==> config.mk <==
export PLATFORM = sky130hd
export DESIGN_NAME = multiport_rf
export DESIGN_NICKNAME = d
export VERILOG_FILES = /design/src/rtl/rf_pkg.sv /design/src/rtl/rf_dump_fsm.sv /design/src/rtl/multiport_rf.sv
export SDC_FILE = /design/constraint.sdc
export NUM_CORES = 1
export LEC_CHECK = 0
export CAP_MARGIN = 15
export CORE_ASPECT_RATIO = 1.25
export CORE_MARGIN = 5
export CORE_UTILIZATION = 55
export DETAILED_ROUTE_END_ITERATION = 10
export PLACE_DENSITY = 0.83
export SLEW_MARGIN = 10
export SYNTH_ARGS = -nofsm -noshare
export SYNTH_HDL_FRONTEND = slang
export SYNTH_SLANG_ARGS = --single-unit
==> constraint.sdc <==
create_clock -name clk -period 2.63 [get_ports clk]
set_input_delay 0.526 -clock clk [delete_from_list [all_inputs] [get_ports clk]]
set_output_delay 0.526 -clock clk [all_outputs]
set_load 0.02 [all_outputs]
==> src/rtl/rf_pkg.sv <==
// ---------------------------------------------------------------------------
// rf_pkg
// Shared declarations for the multiport register file slice.
//   dump_state_e : states of the halt-triggered dump engine
//   DEF_DATA_W   : default register width
//   DEF_DEPTH    : default number of registers
//   field_lsb()  : bit offset of field idx inside a flattened port vector,
//                  used with +: to unpack/pack the per-port buses
// ---------------------------------------------------------------------------
package rf_pkg;

    localparam int DEF_DATA_W = 16;
    localparam int DEF_DEPTH  = 16;

    typedef enum logic [1:0] {
        IDLE = 2'd0,
        DUMP = 2'd1,
        DONE = 2'd2
    } dump_state_e;

    function automatic int field_lsb(input int idx, input int width);
        return idx * width;
    endfunction

endpackage

==> src/rtl/rf_dump_fsm.sv <==
// ---------------------------------------------------------------------------
// rf_dump_fsm
// Streams every register out over a valid/ready port once the processor
// halts. Storage is read through fetch_idx/fetch_data so this block owns no
// copy of the register contents.
// Ports:
//   clk, rst     : clock, synchronous active-high reset
//   hlt          : processor halted, starts the dump from IDLE
//   dump_ready   : consumer accepts the current beat
//   fetch_idx    : register index to read from storage
//   fetch_data   : storage contents at fetch_idx
//   idle         : high while writes (and bypass) are allowed
//   dump_valid   : current beat valid
//   dump_idx     : register index of the current beat
//   dump_data    : register contents of the current beat
//   dump_done    : all registers transferred (sticky until rst)
// ---------------------------------------------------------------------------
module rf_dump_fsm
    import rf_pkg::*;
#(
    parameter int DATA_W = DEF_DATA_W,
    parameter int DEPTH  = DEF_DEPTH,
    parameter int ADDR_W = $clog2(DEPTH)
) (
    input  logic              clk,
    input  logic              rst,
    input  logic              hlt,
    input  logic              dump_ready,
    input  logic [DATA_W-1:0] fetch_data,
    output logic [ADDR_W-1:0] fetch_idx,
    output logic              idle,
    output logic              dump_valid,
    output logic [ADDR_W-1:0] dump_idx,
    output logic [DATA_W-1:0] dump_data,
    output logic              dump_done
);

    // One extra bit so the final increment past DEPTH-1 is unambiguous.
    localparam int               CNT_W = ADDR_W + 1;
    localparam logic [CNT_W-1:0] LAST  = CNT_W'(DEPTH - 1);

    dump_state_e      state;
    logic [CNT_W-1:0] cnt;

    always_ff @(posedge clk) begin
        if (rst) begin
            state      <= IDLE;
            cnt        <= '0;
            dump_valid <= 1'b0;
            dump_done  <= 1'b0;
        end else begin
            case (state)
                IDLE: begin
                    if (hlt) begin
                        state      <= DUMP;
                        cnt        <= '0;
                        dump_valid <= 1'b1;
                    end
                end
                DUMP: begin
                    if (dump_valid && dump_ready) begin
                        cnt <= cnt + CNT_W'(1);
                        if (cnt == LAST) begin
                            state      <= DONE;
                            dump_valid <= 1'b0;
                            dump_done  <= 1'b1;
                        end
                    end
                end
                DONE: begin
                    state <= DONE;
                end
                default: begin
                    state      <= IDLE;
                    dump_valid <= 1'b0;
                    dump_done  <= 1'b0;
                end
            endcase
        end
    end

    // Storage is frozen outside IDLE, so passing fetch_data straight through
    // keeps dump_data stable under backpressure without a second register.
    assign dump_idx  = cnt[ADDR_W-1:0];
    assign fetch_idx = dump_idx;
    assign dump_data = dump_valid ? fetch_data : '0;
    assign idle      = (state == IDLE);

endmodule

==> src/rtl/multiport_rf.sv <==
// ---------------------------------------------------------------------------
// multiport_rf
// Parametrised register file with NUM_RD read and NUM_WR write ports,
// same-cycle write-to-read bypass, optional hardwired-zero R0, selectable
// read latency (0 = combinational, 1 = registered) and a dump engine.
// Ports:
//   clk, rst        : clock, synchronous active-high reset
//   rd_en/addr/data : packed read ports, port i at [i*W +: W]
//   wr_en/addr/data : packed write ports, higher index wins on conflict
//   hlt             : starts the register dump
//   dump_*          : valid/ready dump stream, dump_done when finished
// ---------------------------------------------------------------------------
module multiport_rf
    import rf_pkg::*;
#(
    parameter int DATA_W   = DEF_DATA_W,
    parameter int DEPTH    = DEF_DEPTH,
    parameter int ADDR_W   = $clog2(DEPTH),
    parameter int NUM_RD   = 2,
    parameter int NUM_WR   = 1,
    parameter int READ_LAT = 0,
    parameter int ZERO_R0  = 1
) (
    input  logic                     clk,
    input  logic                     rst,
    input  logic [NUM_RD-1:0]        rd_en,
    input  logic [NUM_RD*ADDR_W-1:0] rd_addr,
    output logic [NUM_RD*DATA_W-1:0] rd_data,
    input  logic [NUM_WR-1:0]        wr_en,
    input  logic [NUM_WR*ADDR_W-1:0] wr_addr,
    input  logic [NUM_WR*DATA_W-1:0] wr_data,
    input  logic                     hlt,
    output logic                     dump_valid,
    input  logic                     dump_ready,
    output logic [ADDR_W-1:0]        dump_idx,
    output logic [DATA_W-1:0]        dump_data,
    output logic                     dump_done
);

    logic [DATA_W-1:0]              regs [DEPTH];
    logic [NUM_WR-1:0][ADDR_W-1:0]  wr_addr_a;
    logic [NUM_WR-1:0][DATA_W-1:0]  wr_data_a;
    logic                           fsm_idle;
    logic [ADDR_W-1:0]              fetch_idx;
    logic [DATA_W-1:0]              fetch_data;

    for (genvar j = 0; j < NUM_WR; j++) begin : g_wr_unpack
        assign wr_addr_a[j] = wr_addr[field_lsb(j, ADDR_W) +: ADDR_W];
        assign wr_data_a[j] = wr_data[field_lsb(j, DATA_W) +: DATA_W];
    end

    // Ascending port order makes the highest-indexed write the last NBA,
    // so it wins on an address conflict.
    always_ff @(posedge clk) begin
        if (rst) begin
            for (int k = 0; k < DEPTH; k++) begin
                regs[k] <= '0;
            end
        end else if (fsm_idle) begin
            for (int j = 0; j < NUM_WR; j++) begin
                if (wr_en[j] && !(ZERO_R0 != 0 && wr_addr_a[j] == '0)) begin
                    regs[wr_addr_a[j]] <= wr_data_a[j];
                end
            end
        end
    end

    for (genvar i = 0; i < NUM_RD; i++) begin : g_rd
        logic [ADDR_W-1:0] addr;
        logic [DATA_W-1:0] eff;

        assign addr = rd_addr[field_lsb(i, ADDR_W) +: ADDR_W];

        // Bypass only while IDLE: outside IDLE the write never lands.
        always_comb begin
            eff = regs[addr];
            for (int j = 0; j < NUM_WR; j++) begin
                if (fsm_idle && wr_en[j] && wr_addr_a[j] == addr) begin
                    eff = wr_data_a[j];
                end
            end
            if (ZERO_R0 != 0 && addr == '0) begin
                eff = '0;
            end
        end

        if (READ_LAT == 0) begin : g_comb
            assign rd_data[field_lsb(i, DATA_W) +: DATA_W] = rd_en[i] ? eff : '0;
        end else begin : g_reg
            logic [DATA_W-1:0] q;

            always_ff @(posedge clk) begin
                if (rst) begin
                    q <= '0;
                end else if (rd_en[i]) begin
                    q <= eff;
                end
            end

            assign rd_data[field_lsb(i, DATA_W) +: DATA_W] = q;
        end
    end

    assign fetch_data = (ZERO_R0 != 0 && fetch_idx == '0) ? '0 : regs[fetch_idx];

    rf_dump_fsm #(
        .DATA_W (DATA_W),
        .DEPTH  (DEPTH),
        .ADDR_W (ADDR_W)
    ) u_dump_fsm (
        .clk        (clk),
        .rst        (rst),
        .hlt        (hlt),
        .dump_ready (dump_ready),
        .fetch_data (fetch_data),
        .fetch_idx  (fetch_idx),
        .idle       (fsm_idle),
        .dump_valid (dump_valid),
        .dump_idx   (dump_idx),
        .dump_data  (dump_data),
        .dump_done  (dump_done)
    );

endmodule

* Word-level counts from Yosys, hierarchy flattened
Memories as Yosys holds them, arrays and structs flattened. A register that Yosys moved wholly into a read port is not among the register bits.
Cells that the tools add are included.
** Operators by class
- Bitwise logic cells :: 2
- Muxes and demuxes :: 33
- Reductions and logical operators :: 18
- Eq/ne operators :: 8
- $add $sub $neg :: 1
** Operator list (count)
- 16-bit 2-to-1 mux :: 9
- 4-bit zero test :: 4
- 16-bit OR reduction :: 1
- 1-bit 2-to-1 mux :: 12
- 4-bit 2-to-1 mux :: 3
- 5-bit 2-to-1 mux :: 2
- 5-bit case mux with 2 select lines :: 1
- 3-bit AND reduction :: 3
- 4-bit equality test :: 2
- 2-bit 2-to-1 mux :: 3
- 2-bit case mux with 3 select lines :: 1
- 5-bit by 1-bit adder with 5-bit output (second input constant) :: 1
- 5-bit by 4-bit equality test with 1-bit output (second input constant) :: 1
- 1-bit logical AND :: 5
- 2-bit by 1-bit inequality test with 1-bit output (second input constant) :: 2
- 4-bit AND reduction :: 1
- 1-bit case mux with 3 select lines :: 1
- 2-bit by 1-bit equality test with 1-bit output (second input constant) :: 1
- 2-bit equality test (second input constant) :: 1
- 2-bit zero test :: 1
- 2-bit inequality test (second input constant) :: 1
- 1-bit inverter :: 2
- 1-bit case mux with 2 select lines :: 1
- 2-bit nonzero test :: 1
- 2 further kinds :: 2
** Word-level totals
- Memories kept :: 1
- Memory bits (writable) :: 256
- Word-level logic and storage cells :: 67
- Register bits :: 9
- Input port bits :: 35
** Memory list
- regs :: words 16, bits a word 16, rd ports 3, clocked after Yosys merged registers in 1, write ports 16, RTL line multiport_rf.sv:40 : logic [DATA_W-1:0] regs [DEPTH];

* Longest topological paths before layout
- Word-level depth :: 9
- Depth in mapped cells :: 7
- Gate-level depth less buffers :: 7

* By module
Synthesis repeated with hierarchy kept, for this count alone.
** Second synthesis, totals
- Cells, all modules :: 1131
- Area, all modules :: 16859.9 µm²
** Modules (own cells, without submodules)
- multiport_rf :: cells each 1045, times used 1, area each 16174.3 µm²
- rf_dump_fsm :: cells each 86, times used 1, area each 685.7 µm²

* Least setup slack after synthesis
Ideal clock, no wire load.
- Path kind :: input -> output
- Start :: in rd_addr[7]
- End :: out rd_data[20]
- Data arrival time :: 2133 ps
- Stages on the path :: 6
- Slack :: -29 ps
- Path through :: buf_2 -> buf_1 -> mux4_2 -> nor2b_1 -> a211o_1 -> a32o_1
** On the way
- Word-level cells in the longest chain between the ends :: 5
- Elaborated cells on any way between the ends :: 7
- Classes of those cells :: eq/ne (1); mux (3); reduce/logical (2); memory (1)
** Ends and longest elaborated chain
- start: declaration :: RTL line multiport_rf.sv:27 : input logic [NUM_RD*ADDR_W-1:0] rd_addr,
- parallel branches: the longest is 3 deep, another holds memory 16 x 16 bit
- 16-bit 2-to-1 mux (*) :: RTL line multiport_rf.sv:82 : if (ZERO_R0 != 0 && addr == '0) begin
- 16-bit 2-to-1 mux (*) :: RTL line multiport_rf.sv:88 : assign rd_data[field_lsb(i, DATA_W) +: DATA_W] = rd_en[i] ? eff : '0;
- end: declaration :: RTL line multiport_rf.sv:28 : output logic [NUM_RD*DATA_W-1:0] rd_data,
Mark *: on every way between the ends.

==> results.toml <==
[die]
start_util_pct = 55.3
fp.coreArea_mm2 = 0.0307
die_x_um = 167
die_y_um = 207
row_count = 72
io_pins = 89
die-area_mm2 = 0.0345

[power]
p_int_mw = 9.21
power_mw = 13.1
swShare_pct = 29.9
vdd_drop_max_mv = 0.445
p_switching_mw = 3.94
clkPwrFrac_pct = 29.1
pwr-share-comb_pct = 31.6
p_seq_share_pct = 39.3
power_leakage_nw = 8.59
power_density_mw_per_mm2 = 586

[worst_setup_path]
rr_worst_depth = 10
worstSetupPathType = "reg2out"
reg2reg_to = "regs[1][14]$_SDFFCE_PN0P_"
cpPeakStageDelay_ns = 0.54
rrSetupSlack_ns = 0.05
cp-end-kind = "output pin"
worstPathRequired_ns = 2.10
critPathArrivalTime_ns = 2.55
critPathSlowestCell = "mux4_2"
crit_chain = "buf_12, buf_12, buf_6, mux4_2, a211oi_2, a211oi_2, buf_4"
r2r-start = "u_dump_fsm.state[0]$_SDFFE_PP0P_"
startpoint_type = "flop"
crit_fanout = 7
crit_path_end = "dump_data[2]"

[finish]
n_antenna_cell = 0
fillers = 1633
final_common_cell = "edfxtp_1"
multi_input_area_mm2 = 0.00910
layout_common_cells = "edfxtp_1, and2_1, buf_4, mux4_2, buf_6"
finalNetCount = 1500
regArea_mm2 = 0.00796
fin_util_pct = 73.1
syn_to_final_growth_pct = 32.1
layout-drive-gt1-share_pct = 49.5

[clock_network]
cts_tree = "yes"
clock_path_buffers = 3
clock_sinks = 269
clk_pin_slew_ns = 0.07
hold_buffers = 0
numCtsBuffers = 27
cts_root_buf = "clkbuf_16"
clock_latency_ns = 0.56
htree_levels = 1

[routing]
wire_per_inst_um = 36.2
drtPass1Iterations = 6
drt_iter0_drc = 2506
via_per_inst = 7.49
via_count = 14111
wirelength_um = 68300
post-route-drc-count = 0
drt.antenna.violating_nets = 0

[synth]
synth_top_area_cell = "edfxtp_1"
synth_edf_count = 256
synthArstFlopShare_pct = 0
avgSynthCellArea_um2 = 14.8
syn_area_mm2 = 0.0170
synth.top_cell.area_share_pct = 45.2
synthCells = 1149
ys_ff_latch = 269
yosysWarnings = 0
synthDistinctLibCells = 50
synth_area_leaders = "edfxtp_1, mux4_2, and2_1"
ys_seq_area_share_pct = 46.8
ys.flop_type = "edfxtp_1"

[grt]
grt_busiest_layer = "met2"
met1_usage_pct = 41.9
gr-usage-met2_pct = 59.3
grt_overflow = 0
antenna_found_initial = 2
grt_pass1_wl_um = 93600
met3_usage_pct = 11.1
grt_pass1_vias = 14349
grt_usage_pct = 36.9
grt_max_degree = 33

[placement]
gp_congestion = 0.952
dpl.hpwl_um = 38000
place_ws_ns = -0.789
numPortBuffers = 88

[timing]
min_period_ns = 3.08
finalWorstSetupSlack_ns = -0.450
tightest_slew_ns = 0.594
hold_viol_final = 0
timing.fmax_mhz = 325
max_slew_margin_pct = 60.0
finalCritPeriodShare_pct = 117
grt_setup_unrepaired = "yes"
finalSetupViolCount = 48
slew_viol_final = 0
fin_tns_setup_ns = -12.99
fin_skew_ns = 0.0265

[job]
maxCapViolCount = 0

[outcome]
violations = "setup timing"
status = "finished, violations left"

[min_path]
worst_hold_path_type = "reg2reg"
-- Yosys cell counts (3+ instances only) --
master	count
edfxtp_1	256
and2_1	240
mux4_2	192
mux2i_1	55
nor2b_1	49
clkbuf_1	47
nand2_1	36
a211oi_1	33
buf_2	33
a211o_1	30
a32o_1	30
buf_4	20
or2_2	16
dfxtp_1	13
nor2_1	12
buf_1	8
buf_6	8
ha_1	7
inv_1	6
nor2_2	6
xnor2_1	6
a21oi_1	4
nand3_1	4
nand2b_1	3
nor2_4	3
-- power groups by stage --
stage,Combinational (mW),Clock [mW],Sequential (mW)
after global routing,4.26,3.97,5.17
after global placement,2.95,0,5.18
final,4.15,3.83,5.17
after detailed placement,3.02,0,5.21
after floorplan,1.87,0,5.13
after CTS,3.76,3.74,5.13
-- metal layers --
layer  wire length [µm]  part of all wire [%]
met4               7530                    11
met5                125                  0.18
met2              30900                    45
met3              10200                    15
met1              19600                    29
-- worst min path at each step --
stage / endpoint / depth (start not counted) / startpoint
2_1_floorplan: u_dump_fsm.cnt[4]$_SDFFE_PP0P_ / 2 / u_dump_fsm.cnt[4]$_SDFFE_PP0P_
3_3_place_gp: u_dump_fsm.cnt[4]$_SDFFE_PP0P_ / 2 / u_dump_fsm.cnt[4]$_SDFFE_PP0P_
3_5_place_dp: u_dump_fsm.cnt[4]$_SDFFE_PP0P_ / 2 / u_dump_fsm.cnt[4]$_SDFFE_PP0P_
4_1_cts: u_dump_fsm.cnt[4]$_SDFFE_PP0P_ / 2 / u_dump_fsm.cnt[4]$_SDFFE_PP0P_
5_1_grt: u_dump_fsm.cnt[4]$_SDFFE_PP0P_ / 2 / u_dump_fsm.cnt[4]$_SDFFE_PP0P_
6_report: u_dump_fsm.cnt[4]$_SDFFE_PP0P_ / 2 / u_dump_fsm.cnt[4]$_SDFFE_PP0P_
-- registers in the layout (all words and copies together) (netlist names), named ones only --
name and flops:
u_dump_fsm.dump_valid 1, regs 256, u_dump_fsm.cnt 5, u_dump_fsm.dump_done 1
u_dump_fsm.state 2
-- through the flow --
step                hold WS [ns]  std cells  instance area, µm²
finish                     0.486       1885               22400
floorplan                  0.432       1164               17100
CTS                        0.454       1869               22100
detailed placement         0.447       1765               20000
global placement           0.441       1765               20000
global route               0.507       1885               22400
-- final cells by class --
type                    count  area share, %
clock inverters            21          0.752
clock buffers              28           3.03
multi-input cells         773           40.5
well taps                 407           2.27
flip-flops and latches    269           35.5
repair buffers            381           17.8
inverters                   6          0.111
-- cell families (layout without fill, tap and decap cells) --
kind of cell,count (synthesis),in the layout,share of synthesized area [%]
other,1,16,0.0221
AND/OR/NAND/NOR,386,386,14.1
AO/OA/AOI/OAI,108,108,5.68
adder cells (fa/ha/maj),7,7,0.515
multiplexers,247,247,28.7
flip-flops,269,269,46.8
buffers and inverters,122,436,3.73
XOR/XNOR,9,9,0.552
-- what timing repair did --
action,4_1_cts,5_1_grt
setup buffers,57,18
gates cloned,8,0
pin swaps,91,32
setup endpoints to repair,48,48
gates resized for setup,426,73
-- critical path, delay by kind of cell, from the launching register on --
kind	cells	cell delay, ns
buf+inv	4	0.60
mux	1	0.54
flops	1	0.43
compound gates	2	0.42
Power figures use the tool's default switching activity.
